[src/rtl/uart_typedef_pkg.sv]
// Shared UART types and constants for the receive and transmit paths.
package uart_typedef_pkg;

   localparam int UART_OVERSAMPLE = 16;

   typedef enum logic [2:0] {
      IDLE,
      START,
      DATA,
      PARITY,
      STOP,
      WAIT_IDLE
   } uart_rx_state_t;

endpackage

[src/rtl/uart_baud_gen.sv]
// Oversample tick generator: a reloadable down-counter that fires one tick every div clocks.
module uart_baud_gen #(
   parameter int DIV_W = 16
) (
   input  logic             clk,
   input  logic             rst,
   input  logic             load,
   input  logic             en,
   input  logic [DIV_W-1:0] div,
   output logic             tick
);

   logic [DIV_W-1:0] cnt_reg;
   logic [DIV_W-1:0] reload;

   // A divisor of 0 behaves like 1: tick every cycle.
   assign reload = (div == '0) ? '0 : div - DIV_W'(1);
   assign tick   = en & ~load & (cnt_reg == '0);

   always_ff @(posedge clk or posedge rst) begin
      if (rst) begin
         cnt_reg <= '0;
      end else if (load) begin
         cnt_reg <= reload;
      end else if (en) begin
         cnt_reg <= (cnt_reg == '0) ? reload : cnt_reg - DIV_W'(1);
      end
   end

endmodule

[src/rtl/uart_rx.sv]
// UART receiver: synchronizes and oversamples rx_i, recovers start/data/parity/stop,
// and presents each word on a valid/ready handshake with error flags and overrun pulse.
module uart_rx
   import uart_typedef_pkg::*;
#(
   parameter int DATA_BITS  = 8,
   parameter int PARITY_EN  = 1,
   parameter int PARITY_ODD = 0,
   parameter int OVERSAMPLE = UART_OVERSAMPLE,
   parameter int DIV_W      = 16
) (
   input  logic                 clk,
   input  logic                 rst,
   input  logic [DIV_W-1:0]     cfg_div_i,
   input  logic                 rx_i,
   output logic                 rx_valid_o,
   input  logic                 rx_ready_i,
   output logic [DATA_BITS-1:0] rx_data_o,
   output logic                 rx_parity_err_o,
   output logic                 rx_frame_err_o,
   output logic                 rx_overrun_o,
   output logic                 rx_busy_o
);

   localparam int OS_W  = $clog2(OVERSAMPLE);
   localparam int BIT_W = $clog2(DATA_BITS);
   localparam logic [OS_W-1:0]  OS_MID   = OS_W'(OVERSAMPLE / 2 - 1);
   localparam logic [OS_W-1:0]  OS_LAST  = OS_W'(OVERSAMPLE - 1);
   localparam logic [BIT_W-1:0] BIT_LAST = BIT_W'(DATA_BITS - 1);

   uart_rx_state_t       state_reg, state_next;
   logic                 rx_meta_reg, rxs_reg, rxs_prev_reg;
   logic [DIV_W-1:0]     div_reg;
   logic [OS_W-1:0]      os_cnt_reg;
   logic [BIT_W-1:0]     bit_cnt_reg;
   logic [DATA_BITS-1:0] shift_data_reg;
   logic                 par_calc_reg;
   logic [DATA_BITS-1:0] data_reg;
   logic                 par_err_reg, frame_err_reg, valid_reg, overrun_reg;

   logic             baud_tick, baud_load, sample, start_edge, deliver, accept_new;
   logic [DIV_W-1:0] baud_div;

   assign start_edge = rxs_prev_reg & ~rxs_reg;
   assign baud_load  = (state_reg == IDLE);
   // While idle the counter tracks the live divisor so the first tick of a frame uses the captured value.
   assign baud_div   = baud_load ? cfg_div_i : div_reg;
   assign sample     = baud_tick && (os_cnt_reg == OS_MID);
   assign deliver    = (state_reg == STOP) && sample;
   assign accept_new = deliver && (!valid_reg || rx_ready_i);

   uart_baud_gen #(
      .DIV_W(DIV_W)
   ) u_baud_gen (
      .clk  (clk),
      .rst  (rst),
      .load (baud_load),
      .en   (~baud_load),
      .div  (baud_div),
      .tick (baud_tick)
   );

   always_ff @(posedge clk or posedge rst) begin
      if (rst) begin
         state_reg <= IDLE;
      end else begin
         state_reg <= state_next;
      end
   end

   always_comb begin
      state_next = state_reg;
      case (state_reg)
         IDLE:      if (start_edge) state_next = START;
         START:     if (sample) state_next = rxs_reg ? IDLE : DATA;
         DATA: begin
            if (sample && (bit_cnt_reg == BIT_LAST)) begin
               state_next = (PARITY_EN != 0) ? PARITY : STOP;
            end
         end
         PARITY:    if (sample) state_next = STOP;
         STOP:      if (sample) state_next = rxs_reg ? IDLE : WAIT_IDLE;
         WAIT_IDLE: if (rxs_reg) state_next = IDLE;
         default:   state_next = IDLE;
      endcase
   end

   always_ff @(posedge clk or posedge rst) begin
      if (rst) begin
         rx_meta_reg    <= 1'b1;
         rxs_reg        <= 1'b1;
         rxs_prev_reg   <= 1'b1;
         div_reg        <= '0;
         os_cnt_reg     <= '0;
         bit_cnt_reg    <= '0;
         shift_data_reg <= '0;
         par_calc_reg   <= 1'b0;
         data_reg       <= '0;
         par_err_reg    <= 1'b0;
         frame_err_reg  <= 1'b0;
         valid_reg      <= 1'b0;
         overrun_reg    <= 1'b0;
      end else begin
         rx_meta_reg  <= rx_i;
         rxs_reg      <= rx_meta_reg;
         rxs_prev_reg <= rxs_reg;
         overrun_reg  <= deliver && !accept_new;

         if (state_reg == IDLE) begin
            os_cnt_reg   <= '0;
            bit_cnt_reg  <= '0;
            par_calc_reg <= 1'b0;
            if (start_edge) div_reg <= cfg_div_i;
         end else if (baud_tick) begin
            os_cnt_reg <= (os_cnt_reg == OS_LAST) ? '0 : os_cnt_reg + OS_W'(1);
            if (sample) begin
               case (state_reg)
                  // Pin the phase so the next sample lands one full bit after mid-start.
                  START:  os_cnt_reg <= OS_W'(OVERSAMPLE / 2);
                  DATA: begin
                     shift_data_reg <= {rxs_reg, shift_data_reg[DATA_BITS-1:1]};
                     bit_cnt_reg    <= bit_cnt_reg + BIT_W'(1);
                  end
                  PARITY: par_calc_reg <= ((^shift_data_reg) ^ rxs_reg) != 1'(PARITY_ODD);
                  default: ;
               endcase
            end
         end

         if (accept_new) begin
            data_reg      <= shift_data_reg;
            par_err_reg   <= par_calc_reg;
            frame_err_reg <= ~rxs_reg;
            valid_reg     <= 1'b1;
         end else if (valid_reg && rx_ready_i) begin
            valid_reg <= 1'b0;
         end
      end
   end

   assign rx_valid_o      = valid_reg;
   assign rx_data_o       = data_reg;
   assign rx_parity_err_o = par_err_reg;
   assign rx_frame_err_o  = frame_err_reg;
   assign rx_overrun_o    = overrun_reg;
   assign rx_busy_o       = (state_reg != IDLE);

endmodule

[config.mk]
export PLATFORM = sky130hd
export DESIGN_NAME = uart_rx
export DESIGN_NICKNAME = d
export VERILOG_FILES = /design/src/rtl/uart_typedef_pkg.sv /design/src/rtl/uart_baud_gen.sv /design/src/rtl/uart_rx.sv
export SDC_FILE = /design/constraint.sdc
export NUM_CORES = 1
export LEC_CHECK = 0
export BUFFER_PORTS_ARGS = -buffer_cell sky130_fd_sc_hd__buf_4
export CELL_PAD_IN_SITES_DETAIL_PLACEMENT = 0
export CELL_PAD_IN_SITES_GLOBAL_PLACEMENT = 1
export CORE_MARGIN = 1
export CORE_UTILIZATION = 51
export CTS_CLUSTER_DIAMETER = 30
export DETAILED_ROUTE_END_ITERATION = 8
export PLACE_DENSITY = 0.9
export SLEW_MARGIN = 20
export SYNTH_ARGS = -nofsm -noshare
export SYNTH_HDL_FRONTEND = slang
export SYNTH_SLANG_ARGS = --single-unit
[constraint.sdc]
create_clock -name clk -period 7.4 [get_ports clk]
set_input_delay 2.22 -clock clk [delete_from_list [all_inputs] [get_ports clk]]
set_output_delay 2.22 -clock clk [all_outputs]
set_load 0.03 [all_outputs]
==> results of run 1 <==
[power by group]
| group | total (mW) | internal [mW] | switching [mW] |
|---|---|---|---|
| clock network | 0.345 | 0.192 | 0.153 |
| registers | 0.484 | 0.413 | 0.0708 |
| logic | 0.187 | 0.0974 | 0.0899 |
[through the flow]
stage | setup slack (ps) | instance area [um^2]
after global routing | 2860 | 4260
final | 3000 | 4260
after detailed placement | 2700 | 4030
after global placement | 2880 | 4030
after floorplan | 3320 | 3730
after CTS | 3070 | 4260
[worst reg2reg max path: cells and delay by family (launching register included)]
kind                       cells  cell delay [ps]
buffers and inverters          1              330
DFF                            1              490
AOI/OAI and AO/OA              2              560
muxes                          1              330
adders and majority gates      1              270
and+or+nand+nor                4             1430
[area by class of cell]
class | count | area (um^2) | share of cell area, %
Multi-Input combinational cell | 267 | 1970 | 46.4
Sequential cell | 66 | 1660 | 38.9
Timing Repair Buffer | 34 | 255 | 6.00
Clock buffer | 9 | 124 | 2.91
Tap cell | 96 | 120 | 2.82
Clock inverter | 7 | 101 | 2.38
Inverter | 7 | 26.3 | 0.617
[path summary, 6_finish.rpt]
check,startpoint,to,slack (ps),cells past startpoint
min in group asynchronous,rst,div_reg[15],2090,3
worst min register to register,rx_meta_reg,rxs_reg,360,0
worst min-delay path,rx_meta_reg,rxs_reg,360,0
worst max-delay path,cfg_div_i[0],u_baud_gen.cnt_reg[15],3000,8
worst max register to register,state_reg[0],u_baud_gen.cnt_reg[15],3860,9
max in group asynchronous,rst,div_reg[10],4760,3
[logic make-up after synthesis]
group	synth area share, %
adders and majority gates	2.01
muxes	12.4
DFF	44.4
buffers and inverters	2.75
AOI/OAI and AO/OA	9.54
xor gates and xnor gates	9.87
and+or+nand+nor	19.0
[routing by layer]
layer | wire length (um) | vias up | global-route usage, %
met2 | 3430 | 63 | 31.6
met5 | 0 | - | 0
met3 | 309 | 10 | 5.12
met1 | 3820 | 1359 | 32.0
li1 | - | 1362 | -
met4 | 125 | 0 | 7.90
[cells in the mapped netlist (all sizes together) (3+ instances only)]
master / count
dfrtp: 63
mux2: 34
xnor2: 28
nand2: 25
nor2: 25
a21oi: 14
nor4: 14
xor2: 14
nor3: 13
o22ai: 11
mux2i: 8
buf: 7
inv: 7
nand4: 7
clkbuf: 6
ha: 6
nand3b: 6
or3: 6
a22oi: 5
nand3: 5
nor3b: 5
o21ai: 5
nand2b: 4
or4: 4
and2: 3
dfstp: 3
o31ai: 3
or2: 3
==> results.py, run 1 <==
metrics = {
    "run_status": {
        "status": "completed",
    },
    "place": {
        "dp_cells": 470,
        "port_buffers": 32,
        "hpwlAfterDp_um": 5380,
        "place_congestion": 0.873,
    },
    "global_routing": {
        "grt_use_total_pct": 21.9,
        "antenna_found_initial": 0,
        "grt_pass1_wl_um": 12700,
        "grt_pass1_vias": 2670,
        "grt-ovfl-total": 0,
        "grt_max_degree": 67,
    },
    "hold_path": {
        "hold_path_class": "register to register",
    },
    "layout": {
        "fin_util_pct": 61.6,
        "mostFrequentLayoutCells": "dfrtp_1, mux2_2, buf_4",
        "antennaDiodeCount": 0,
        "final_cells": 486,
        "final.fill_count": 592,
        "syn_to_final_growth_pct": 14.2,
        "final_common_cell": "dfrtp_1",
        "fin_nets": 411,
        "drive_above_1_share_pct": 25.6,
    },
    "sta": {
        "min_period_ps": 4400,
        "whs_ps": 361,
        "fin_worst_skew_ps": 8.54,
        "slew_headroom_pct": 30.5,
        "report.final.hold_viol_count": 0,
        "maxSlewViolCount": 0,
        "finalSetupTns_ps": 0,
        "worst_pin_slew_ps": 1030,
        "fin_crit_sh_pct": 59.4,
        "fmax_mhz": 227,
        "rsz0062_at_grt": "no",
        "setup_viol": 0,
    },
    "detailed_routing": {
        "vias": 2794,
        "vias_per_cell": 5.75,
        "ant_nets": 0,
        "wire_per_inst_um": 15.8,
        "drt_iter0_markers": 143,
        "drc": 0,
        "wl_um": 7680,
        "dr.pass1.iters": 4,
    },
    "setup_path": {
        "crit_required_ps": 7610,
        "crit_buf_inv": 1,
        "path_class": "input pin to register",
        "critPathLaunchType": "input pin",
        "slowest_delay_ps": 590,
        "critical-path-top-delay-family": "simple AND/OR/NAND/NOR gates",
        "cp_max_fo": 10,
        "cp_cell_sequence": "buf_4 > mux2i_1 > ha_1 > nor3b_1 > nand4_1 > a22oi_1 > or2_1 > o22ai_1",
        "worst_setup_path_end_kind": "register",
        "cp.arrival_ps": 4610,
        "slowest_stage": "nor3b_1",
    },
    "cts": {
        "cts_buffers": 9,
        "postCtsSetupBuffers": 0,
        "clockBufferDepth": 2,
        "insertion_delay_ps": 360,
        "root_buffer": "clkbuf_8",
        "cts_repair_resize_count": 0,
        "clkTransAtPathRegs_ps": 80,
        "cts_sinks": 66,
        "cts_tree": "done",
        "htree_levels": 3,
        "cts_hold_buf": 0,
    },
    "synth": {
        "syn_inst": 353,
        "synth_area_leaders": "dfrtp_1, mux2_2, xnor2_1",
        "synth_top_area_share_pct": 42.3,
        "ys_warn_count": 0,
        "synth_ff_type": "dfrtp_1",
        "yosys_register_bits": 66,
        "ys_seq_area_share_pct": 44.4,
        "async_reset_ff_share_pct": 100,
        "syn_nets": 379,
        "synth_cell_type_count": 50,
        "synth-edff-count": 0,
        "netlist_area_um2": 3730,
        "synth_top_area_cell": "dfrtp_1",
        "syn_avg_cell_area_um2": 10.6,
    },
    "die": {
        "rows": 30,
        "dieArea_um2": 7650,
        "die_x_um": 87.5,
        "core_um2": 6910,
        "die_h_um": 87.5,
        "initial_core_util_pct": 53.9,
        "ios": 33,
    },
    "power": {
        "leakagePower_nw": 1.79,
        "peakVddDrop_v": 0.000143,
        "cellPowerDensity_nw_per_um2": 239,
        "power_mw": 1.02,
    },
    "run": {
        "cap_violations": 0,
    },
}
(Power assumes the default switching activity.)
==> inputs of run 2 (changes only) <==
ABC_AREA = 1   (was unset)
CORE_UTILIZATION = 44   (was 51)
PLACE_DENSITY = 0.85   (was 0.9)
clock period = 4.4 ns   (was 7.4 ns; I/O delays follow)
==> results.py, run 2 <==
metrics = {
    "setup_path": {
        "reg2reg_slack_ps": 1900,
        "path_class": "register to output port",
        "r2r-start": "state_reg[0]",
        "crit_required_ps": 3080,
        "ff2ff_path_depth": 5,
        "cp.arrival_ps": 1800,
        "critPathLaunchType": "register",
        "cp_max_fo": 34,
        "worst_setup_path_end_kind": "output port",
        "reg2reg_to": "div_reg[13]",
    },
    "cts": {
        "cts_repair_resize_count": 0,
        "cts_hold_buf": 0,
        "postCtsSetupBuffers": 0,
        "cts_tree": "done",
        "htree_levels": 3,
        "cts_sinks": 66,
        "clkTransAtPathRegs_ps": 80,
        "root_buffer": "clkbuf_8",
        "insertion_delay_ps": 350,
        "cts_buffers": 9,
        "clockBufferDepth": 2,
    },
    "place": {
        "hpwlAfterDp_um": 6480,
        "port_buffers": 32,
        "dp_slack_ps": 1560,
        "dpl-instance-area_um2": 4340,
        "place_congestion": 0.837,
    },
    "sta": {
        "fmax_mhz": 320,
        "setup_slack_ps": 1280,
        "maxSlewViolCount": 0,
        "min_period_ps": 3120,
        "finalSetupTns_ps": 0,
        "whs_ps": 360,
        "rsz0062_at_grt": "no",
        "fin_worst_skew_ps": 19.7,
        "worst_pin_slew_ps": 836,
        "fin_crit_sh_pct": 70.9,
        "slew_headroom_pct": 44.1,
        "setup_viol": 0,
        "report.final.hold_viol_count": 0,
    },
    "synth": {
        "synthTopCellsByCount": "nand2_1, dfrtp_1, inv_1",
        "syn_inst": 563,
        "async_reset_ff_share_pct": 100,
        "syn_avg_cell_area_um2": 7.21,
        "yosys_register_bits": 66,
        "yosysMostFrequentCell": "nand2_1",
        "ys_warn_count": 0,
        "ys_seq_area_share_pct": 40.8,
        "synth_cell_type_count": 33,
        "synth_ff_type": "dfrtp_1",
        "synth_top_area_share_pct": 38.9,
        "synth_top_area_cell": "dfrtp_1",
        "netlist_area_um2": 4060,
        "synth-edff-count": 0,
        "syn_nets": 589,
        "synth_area_leaders": "dfrtp_1, nand2_1, nand3_1",
    },
    "die": {
        "rows": 34,
        "die_h_um": 98.0,
        "core_um2": 8810,
        "dieArea_um2": 9610,
        "initial_core_util_pct": 46.1,
        "die_x_um": 98.0,
        "ios": 33,
    },
    "global_routing": {
        "grt-ovfl-total": 0,
        "grt_pass1_wl_um": 15300,
        "antenna_found_initial": 0,
        "grt_use_total_pct": 19.7,
        "grt_pass1_vias": 3302,
        "grt_max_degree": 45,
    },
    "detailed_routing": {
        "drt_iter0_markers": 148,
        "drc": 2,
        "wl_um": 8640,
        "dr.pass1.iters": 6,
        "vias_per_cell": 4.92,
        "ant_nets": 0,
        "vias": 3466,
        "wire_per_inst_um": 12.3,
    },
    "layout": {
        "final_common_cell": "nand2_1",
        "mostFrequentLayoutCells": "nand2_1, dfrtp_1, inv_1",
        "antennaDiodeCount": 0,
        "final.fill_count": 902,
        "fin_util_pct": 51.3,
        "syn_to_final_growth_pct": 11.4,
        "stdcell_area_um2": 4520,
        "fin_nets": 618,
        "drive_above_1_share_pct": 14.9,
    },
    "hold_path": {
        "hold_path_class": "register to register",
        "min_from": "rx_meta_reg",
        "holdPathEnd": "rxs_reg",
        "hold_path_depth": 0,
    },
    "run": {
        "cap_violations": 0,
    },
    "power": {
        "peakVddDrop_v": 0.000294,
        "cellPowerDensity_nw_per_um2": 673,
        "leakagePower_nw": 2.32,
    },
    "run_status": {
        "status": "finished with violations",
        "violations": "design-rule violations",
    },
}
[run 2: cells by family after synthesis]
family	after synthesis	share of synthesized area, %
flip-flops	66	40.8
multiplexers	2	0.555
adder cells (fa/ha/maj)	6	1.85
AO/OA/AOI/OAI	67	8.67
buffers and inverters	86	8.94
AND/OR/NAND/NOR	315	34.7
XOR/XNOR	21	4.53
[run 2: layout make-up]
type                            instances  area, um^2  share of cell area [%]
Clock buffer                            9         124                    2.74
Clock inverter                          7        53.8                    1.19
Inverter                               71         267                    5.89
Multi-Input combinational cell        411        2040                    45.1
Sequential cell                        66        1660                    36.6
Tap cell                              108         135                    2.99
Timing Repair Buffer                   33         248                    5.48
[run 2: metal layers]
| metal | wire length [um] | GRT usage, % |
|---|---|---|
| met1 | 4590 | 28.7 |
| met2 | 3750 | 30.4 |
| met3 | 237 | 3.87 |
| met4 | 65 | 4.20 |
| met5 | 0 | 0 |
[run 2: worst max-delay path by stage]
stage / slack, ps / endpoint / start / depth (start not counted)
global placement: 1630 / u_baud_gen.cnt_reg[7] / cfg_div_i[0] / 12
finish: 1280 / rx_busy_o / state_reg[0] / 3
global route: 1130 / rx_busy_o / state_reg[0] / 3
detailed placement: 1560 / u_baud_gen.cnt_reg[7] / cfg_div_i[0] / 12
floorplan: 1430 / bit_cnt_reg[0] / rst / 1
CTS: 1260 / rx_busy_o / state_reg[0] / 3
[run 2: where the power goes]
group          leakage, nW  total [mW]  internal (mW)  switching, mW
clock network       0.0818       0.457          0.207          0.250
registers            0.851       0.911          0.780          0.131
logic                 1.38        1.67          0.521           1.15
[run 2: critical path, stage by stage, from the launching register on]
cell and delay, ps:
dfrtp_1 500, nor2_8 370, nand2_4 310, buf_4 280
[run 2: stage by stage]
| stage | std cells | total power, mW |
|---|---|---|
| 6_report | 705 | 3.04 |
| 4_1_cts | 705 | 3.07 |
| 5_1_grt | 705 | 3.36 |
| 3_3_place_gp | 689 | 2.57 |
| 2_1_floorplan | 563 | 2.28 |
| 3_5_place_dp | 689 | 2.59 |
